### src/rtl/mem_arb_pkg.sv
// Shared constants, port indices and FSM encoding for the memory data-port arbiter.
package mem_arb_pkg;

    localparam logic [31:0] DATA_TOP_DEF = 32'h2FFC;
    localparam logic [31:0] INST_BASE    = 32'h3000;

    localparam int unsigned P_CPU = 0;
    localparam int unsigned P_DMA = 1;

    typedef enum logic [1:0] {
        ST_IDLE   = 2'd0,
        ST_ACCESS = 2'd1,
        ST_DONE   = 2'd2
    } state_e;

endpackage

### src/rtl/mem_data_arbiter_rr_pick2.sv
// Two-way combinational round-robin picker; on a tie the port not granted last time wins.
module rr_pick2 (
    input  logic [1:0] req,
    input  logic       last,
    output logic       grant_valid,
    output logic       winner
);

    always_comb begin
        grant_valid = |req;
        winner      = 1'b0;
        case (req)
            2'b01:   winner = 1'b0;
            2'b10:   winner = 1'b1;
            2'b11:   winner = ~last;
            default: winner = 1'b0;
        endcase
    end

endmodule

### src/rtl/mem_data_arbiter.sv
// Arbitrates Memory's data port between the CPU (port 0) and the DMA/debug loader (port 1).
// Optional address range checking is enabled by defining MEMARB_RANGE_CHECK_EN.
module mem_data_arbiter
    import mem_arb_pkg::*;
#(
    parameter int unsigned ADDR_W = 32,
    parameter int unsigned DATA_W = 32
`ifdef MEMARB_RANGE_CHECK_EN
    ,
    parameter logic [ADDR_W-1:0] DATA_TOP = ADDR_W'(DATA_TOP_DEF)
`endif
) (
    input  logic              clk,
    input  logic              rst_n,
    input  logic [1:0]        req,
    input  logic [1:0]        we,
    input  logic [ADDR_W-1:0] addr0,
    input  logic [ADDR_W-1:0] addr1,
    input  logic [DATA_W-1:0] wdata0,
    input  logic [DATA_W-1:0] wdata1,
    output logic [1:0]        ack,
    output logic [1:0]        err,
    output logic [DATA_W-1:0] rdata,
    output logic [ADDR_W-1:0] mem_addr,
    output logic [DATA_W-1:0] mem_wdata,
    output logic              mem_read,
    output logic              mem_write,
    input  logic [DATA_W-1:0] mem_rdata
);

    state_e            state_q, state_d;
    logic              last_q, win_q, we_q, bad_q;
    logic              grant_valid, winner;
    logic              sel_we, sel_bad;
    logic [ADDR_W-1:0] sel_addr;
    logic [DATA_W-1:0] sel_wdata;

    logic [1:0]        ack_d, err_d;
    logic [DATA_W-1:0] rdata_d, mem_wdata_d;
    logic [ADDR_W-1:0] mem_addr_d;
    logic              mem_read_d, mem_write_d;

    rr_pick2 u_pick (
        .req         (req),
        .last        (last_q),
        .grant_valid (grant_valid),
        .winner      (winner)
    );

    // Winner's request fields and legality
    always_comb begin
        sel_we    = we[winner];
        sel_addr  = (winner == 1'(P_DMA)) ? addr1 : addr0;
        sel_wdata = (winner == 1'(P_DMA)) ? wdata1 : wdata0;
`ifdef MEMARB_RANGE_CHECK_EN
        sel_bad   = (sel_addr[1:0] != 2'b00) || (sel_addr > DATA_TOP);
`else
        sel_bad   = 1'b0;
`endif
    end

    always_ff @(posedge clk or negedge rst_n) begin
        if (!rst_n) state_q <= ST_IDLE;
        else        state_q <= state_d;
    end

    always_comb begin
        state_d = state_q;
        case (state_q)
            ST_IDLE:   if (grant_valid) state_d = ST_ACCESS;
            ST_ACCESS: state_d = ST_DONE;
            ST_DONE:   state_d = ST_IDLE;
            default:   state_d = ST_IDLE;
        endcase
    end

    // Next values of the registered outputs; mem_* are set up so they are live during ACCESS
    always_comb begin
        ack_d       = 2'b00;
        err_d       = 2'b00;
        rdata_d     = '0;
        mem_read_d  = 1'b0;
        mem_write_d = 1'b0;
        mem_addr_d  = mem_addr;
        mem_wdata_d = mem_wdata;
        case (state_q)
            ST_IDLE: begin
                if (grant_valid && !sel_bad) begin
                    mem_addr_d  = sel_addr;
                    mem_wdata_d = sel_wdata;
                    mem_read_d  = !sel_we;
                    mem_write_d = sel_we;
                end
            end
            ST_ACCESS: begin
                ack_d[win_q] = 1'b1;
                err_d[win_q] = bad_q;
                if (!we_q && !bad_q) rdata_d = mem_rdata;
            end
            default: ;
        endcase
    end

    always_ff @(posedge clk or negedge rst_n) begin
        if (!rst_n) begin
            last_q    <= 1'b1;
            win_q     <= 1'b0;
            we_q      <= 1'b0;
            bad_q     <= 1'b0;
            ack       <= 2'b00;
            err       <= 2'b00;
            rdata     <= '0;
            mem_addr  <= '0;
            mem_wdata <= '0;
            mem_read  <= 1'b0;
            mem_write <= 1'b0;
        end else begin
            if (state_q == ST_IDLE && grant_valid) begin
                last_q <= winner;
                win_q  <= winner;
                we_q   <= sel_we;
                bad_q  <= sel_bad;
            end
            ack       <= ack_d;
            err       <= err_d;
            rdata     <= rdata_d;
            mem_addr  <= mem_addr_d;
            mem_wdata <= mem_wdata_d;
            mem_read  <= mem_read_d;
            mem_write <= mem_write_d;
        end
    end

endmodule

### config.mk
export PLATFORM = sky130hd
export DESIGN_NAME = mem_data_arbiter
export DESIGN_NICKNAME = d
export VERILOG_FILES = /design/src/rtl/mem_arb_pkg.sv /design/src/rtl/mem_data_arbiter_rr_pick2.sv /design/src/rtl/mem_data_arbiter.sv
export SDC_FILE = /design/constraint.sdc
export NUM_CORES = 1
export LEC_CHECK = 0
export CORE_MARGIN = 2
export CORE_UTILIZATION = 30
export DETAILED_ROUTE_END_ITERATION = 16
export PLACE_DENSITY = 0.66
export SYNTH_ARGS = -nofsm -noshare
export SYNTH_HDL_FRONTEND = slang
export SYNTH_HIERARCHICAL = 1
export SYNTH_SLANG_ARGS = --single-unit
### constraint.sdc
create_clock -name clk -period 1.9 [get_ports clk]
set_input_delay 0.38 -clock clk [delete_from_list [all_inputs] [get_ports clk]]
set_output_delay 0.38 -clock clk [all_outputs]
set_load 0.05 [all_outputs]
### Yosys cells after proc, flatten, opt, wreduce, memory -nomap -nowiden

Index checks and enable logic that the tools add are counted.

| storage, ports and cells | value |
|---|---|
| logic and storage cells | 40 |
| output and inout port bits | 102 |
| bits of input ports | 166 |
| register bits after elaboration | 105 |

| operators by class | value |
|---|---|
| bitwise operators | 1 |
| muxes and demuxes | 16 |
| reduce and logical (&&, ||, !) cells | 6 |
| equal/unequal tests | 4 |
| $lt $le $gt $ge | 3 |

Operator list:

| operator | count |
|---|---|
| 32-bit 2-to-1 mux | 4 |
| 1-bit 2-to-1 mux | 7 |
| 2-bit equality test (second input constant) | 2 |
| 1-bit by 2-bit less-than comparator with 1-bit output (second input constant) | 2 |
| 2-bit 2-to-1 mux | 2 |
| 2-bit one-hot mux with 2 select lines | 1 |
| 2-bit by 1-bit equality test with 1-bit output (second input constant) | 1 |
| 1-bit logical AND | 2 |
| 2-bit logical NOT | 1 |
| 2-bit inequality test (second input constant) | 1 |
| 1-bit one-hot mux with 2 select lines | 1 |
| 2-bit AND reduction | 1 |
| 2-bit OR reduction | 1 |
| 1-bit demux with 1-bit select | 1 |
| 1-bit >= comparator (second input constant) | 1 |
| 1-bit logical NOT | 1 |
| 1-bit inverter | 1 |

### Depth between registers and ports, before layout

| depth | value |
|---|---|
| depth in word-level cells | 7 |
| gate-level depth with buffers | 5 |
| depth with buffers taken out | 3 |

### Modules after synthesis

The synthesis kept the hierarchy.

By module, submodules not included:

| module | instances | area each (µm²) | seq. area each (µm²) | cells each |
|---|---|---|---|---|
| mem_data_arbiter | 1 | 4,539.4 | 2,628.8 | 297 |
| rr_pick2 | 1 | 13.8 | 0.0 | 2 |

### Least setup slack after synthesis

OpenSTA, ideal clock, no wires.

| path | value |
|---|---|
| kind | input port to flip-flop |
| from | input port req[1] |
| to | register mem_addr[10] |
| arrival time | 1,506 ps |
| stages | 5 |
| buffers on the path | 2 |
| path slack | 269 ps |
| data required time | 1,775 ps |
| library setup time | 125 ps |
| cell sequence | a21boi_1 -> buf_6 -> buf_6 -> mux2_2 -> mux2_2 |

| on the way | value |
|---|---|
| longest elaborated chain between the ends | 3 |
| elaborated cells on any way between the ends | 6 |
| those cells by class | eq/ne (2); mux (2); reduce/logical (2) |

RTL lines:

| what | line | text |
|---|---|---|
| start: declaration | mem_data_arbiter.sv:15 | `input logic [1:0] req,` |
| 2-bit equality test | mem_data_arbiter_rr_pick2.sv:12 | `case (req)` |
| 1-bit one-hot mux with 2 select lines | mem_data_arbiter_rr_pick2.sv:12 |  |
| 32-bit 2-to-1 mux | mem_data_arbiter.sv:53 | `sel_addr = (winner == 1'(P_DMA)) ? addr1 : addr0;` |
| end signal: assignment | mem_data_arbiter.sv:127 | `mem_addr <= mem_addr_d;` |
| end: declaration | mem_data_arbiter.sv:24 | `output logic [ADDR_W-1:0] mem_addr,` |

Several ways; a longest one is shown, not always the timed one.
A chain may end at the register's enable or synchronous reset.

### Worst setup path after layout

| path | value |
|---|---|
| from | register rdata[29] |
| to | output port rdata[29] |

RTL lines:

| what | line | text |
|---|---|---|
| start: declaration | mem_data_arbiter.sv:23 | `output logic [DATA_W-1:0] rdata,` |
| start signal: assignment | mem_data_arbiter.sv:126 | `rdata <= rdata_d;` |

No word-level cell between the ends.

==> impl_metrics.ini <==
[cells_and_area]
drive_above_1_share = 0.333
finalNonFillerCells = 756
antennaDiodeCount = 0
final_area_um2 = 7690
mostFrequentLayoutCells = clkdlybuf4s50_1 (180), mux2_2 (124), dfrtp_1 (104)
nets = 729
n_fill_cell = 1310
syn_to_final_growth_pct = 69.0
layout.cells.most_common = clkdlybuf4s50_1

[floorplanning]
rows = 45
die_w_um = 127
dieArea_um2 = 16200
die_h_um = 127
initial_utilization = 0.303
boundaryPins = 268
coreArea_um2 = 15000

[timing]
finClkSkew_ns = 0.00749
holdWs_ns = 0.0875
layout_setup_ws_ns = 0.0374
rsz0062_at_grt = false
max_slew_margin = 0.618
hold_viol_final = 0
setup_viol = 0
period_minus_slack_ns = 1.86
fin_crit_sh = 0.980
worstMarginPinSlew_ns = 0.573
fmax_mhz = 537
drv_slew = 0

[cts]
clockBufferDepth = 2
tritoncts = built
htree_levels = 3
holdBufCountCts = 0
insertion_delay_ns = 0.34
numCtsBuffers = 9
cts-root-buf = clkbuf_16
cts_setup_buffers = 0
clock_sinks = 105
clk_pin_slew_ns = 0.07

[yosys]
ys_types = 18
ys_ff_latch = 105
yosysSeqAreaShare = 0.577
synth_cells = 299
yosysWarnings = 6
syn_area_um2 = 4550
syn_area_per_cell_um2 = 15.2

[global_routing]
grt_pass1_wl_um = 18000
grt_pass1_vias = 3570
grt_usage = 0.143
grt_antenna_before_repair = 0
grt_max_degree = 106
overflow = 0

[worst_setup_path]
cp.depth = 1
crit_buf_inv = 1
cp-end-kind = output pin
crit_type = reg -> out
path_cells = clkdlybuf4s50_1
cp_slowest_cell = clkdlybuf4s50_1
crit_path_max_fanout = 1
r2r_cells = 4
slowest_delay_ns = 0.80
arrival_ns = 1.48
required_ns = 1.52
startpoint_type = flip-flop
critPathTopFamily = buffers and inverters

[pwr]
max-vdd-ir-drop_uv = 935
power_density_nw_per_um2 = 1660
p_leak_nw = 3.64

[routing]
wl_per_cell_um = 15.7
drt_iter0_drc = 83
antenna_left = 0
wirelength_um = 11900
top_layer_used = met4
vias_per_cell = 4.37
wl_met1_um = 4460
wl_met3_um = 1070
drt_pre_antenna_iters = 4
route.met2.wl_um = 6070
post-route-drc-count = 0
num_vias = 3303

[placed_design]
gp_congestion = 0.701
io_buffers = 265
hpwl_um = 8900
dp_cells = 740
placed_area_um2 = 7290
pre_cts_ws_ns = -0.303

[outcome]
outcome = completed

[flow_run]
drv_cap = 0

[min_path]
hold_path.class = in -> async
==> flip-flops by register name, indices dropped and copies added, names as in the netlist <==
register / cells
ack: 2
win_q: 1
we_q: 1
mem_write: 1
rdata: 32
last_q: 1
state_q: 2
mem_wdata: 32
mem_read: 1
mem_addr: 32
==> cells in the mapped netlist <==
cell      number  area share
buf_4          4      0.0066
and2_1        34       0.047
or2_1          1      0.0014
mux2_4         1      0.0033
buf_2          3      0.0033
conb_1         1     0.00082
a21boi_1       1      0.0016
dfstp_2        1      0.0058
clkbuf_1       3      0.0025
mux2i_1        2      0.0044
mux2_2       124        0.31
inv_1          1     0.00082
buf_6          9       0.022
nor3b_4        1      0.0041
nor2b_1        3      0.0041
nor3b_1        1      0.0016
dfrtp_1      104        0.57
mux2_1         5       0.012
==> final timing paths <==
path / slack, ns / from / to
setup / recovery: 0.04 / rdata[29]$_DFF_PN0_ / rdata[29]
hold reg to reg: 0.44 / win_q$_DFFE_PN0P_ / ack[0]$_DFF_PN0_
setup reg to reg: 0.24 / last_q$_DFFE_PN1P_ / mem_wdata[7]$_DFFE_PN0P_
max in group asynchronous: 1.36 / rst_n / mem_wdata[5]$_DFFE_PN0P_
hold / removal: 0.09 / rst_n / mem_wdata[4]$_DFFE_PN0P_
min in group clk: 0.44 / win_q$_DFFE_PN0P_ / ack[0]$_DFF_PN0_
==> kinds of logic after synthesis <==
group | count (synthesis) | share of synthesized area
and+or+nand+nor | 40 | 0.0580
buffers and inverters | 20 | 0.0354
AOI/OAI and AO/OA | 1 | 0.00165
other | 1 | 0.000824
DFF | 105 | 0.577
muxes | 132 | 0.327
==> area by class of cell <==
type / instances / area, um^2 / share of cell area
Multi-Input combinational cell: 175 / 1780 / 0.232
Inverter: 1 / 3.75 / 0.000488
Sequential cell: 105 / 2630 / 0.342
Clock buffer: 9 / 225 / 0.0293
Tap cell: 188 / 235 / 0.0306
Clock inverter: 7 / 124 / 0.0161
Timing Repair Buffer: 271 / 2690 / 0.350
==> routing by layer <==
metal / GRT usage / vias up
met4: 0.0608 / 0
met1: 0.156 / 1571
li1: - / 1552
met3: 0.0498 / 17
met2: 0.251 / 163
met5: 0 / -
==> per-stage QoR <==
step / power, mW / util / setup TNS (ns)
2_1_floorplan: 8.51 / - / 0
3_3_place_gp: 10.9 / 0.485 / -13.86
3_5_place_dp: 11.0 / 0.485 / -17.12
4_1_cts: 13.0 / 0.507 / 0
5_1_grt: 13.4 / 0.512 / 0
6_report: 12.8 / 0.512 / 0
==> where the power goes <==
part / leakage, nW / switching [mW] / internal [mW]
registers: 1.30 / 0.438 / 3.17
clock network: 0.167 / 0.835 / 1.30
logic: 2.18 / 4.43 / 2.63
==> timing repair <==
| action | 4_1_cts | 5_1_grt |
|---|---|---|
| setup endpoints to repair | 17 | 30 |
| cloned | 0 | 0 |
| resized for setup | 17 | 30 |
No activity file was read; power rests on OpenSTA's default activity.
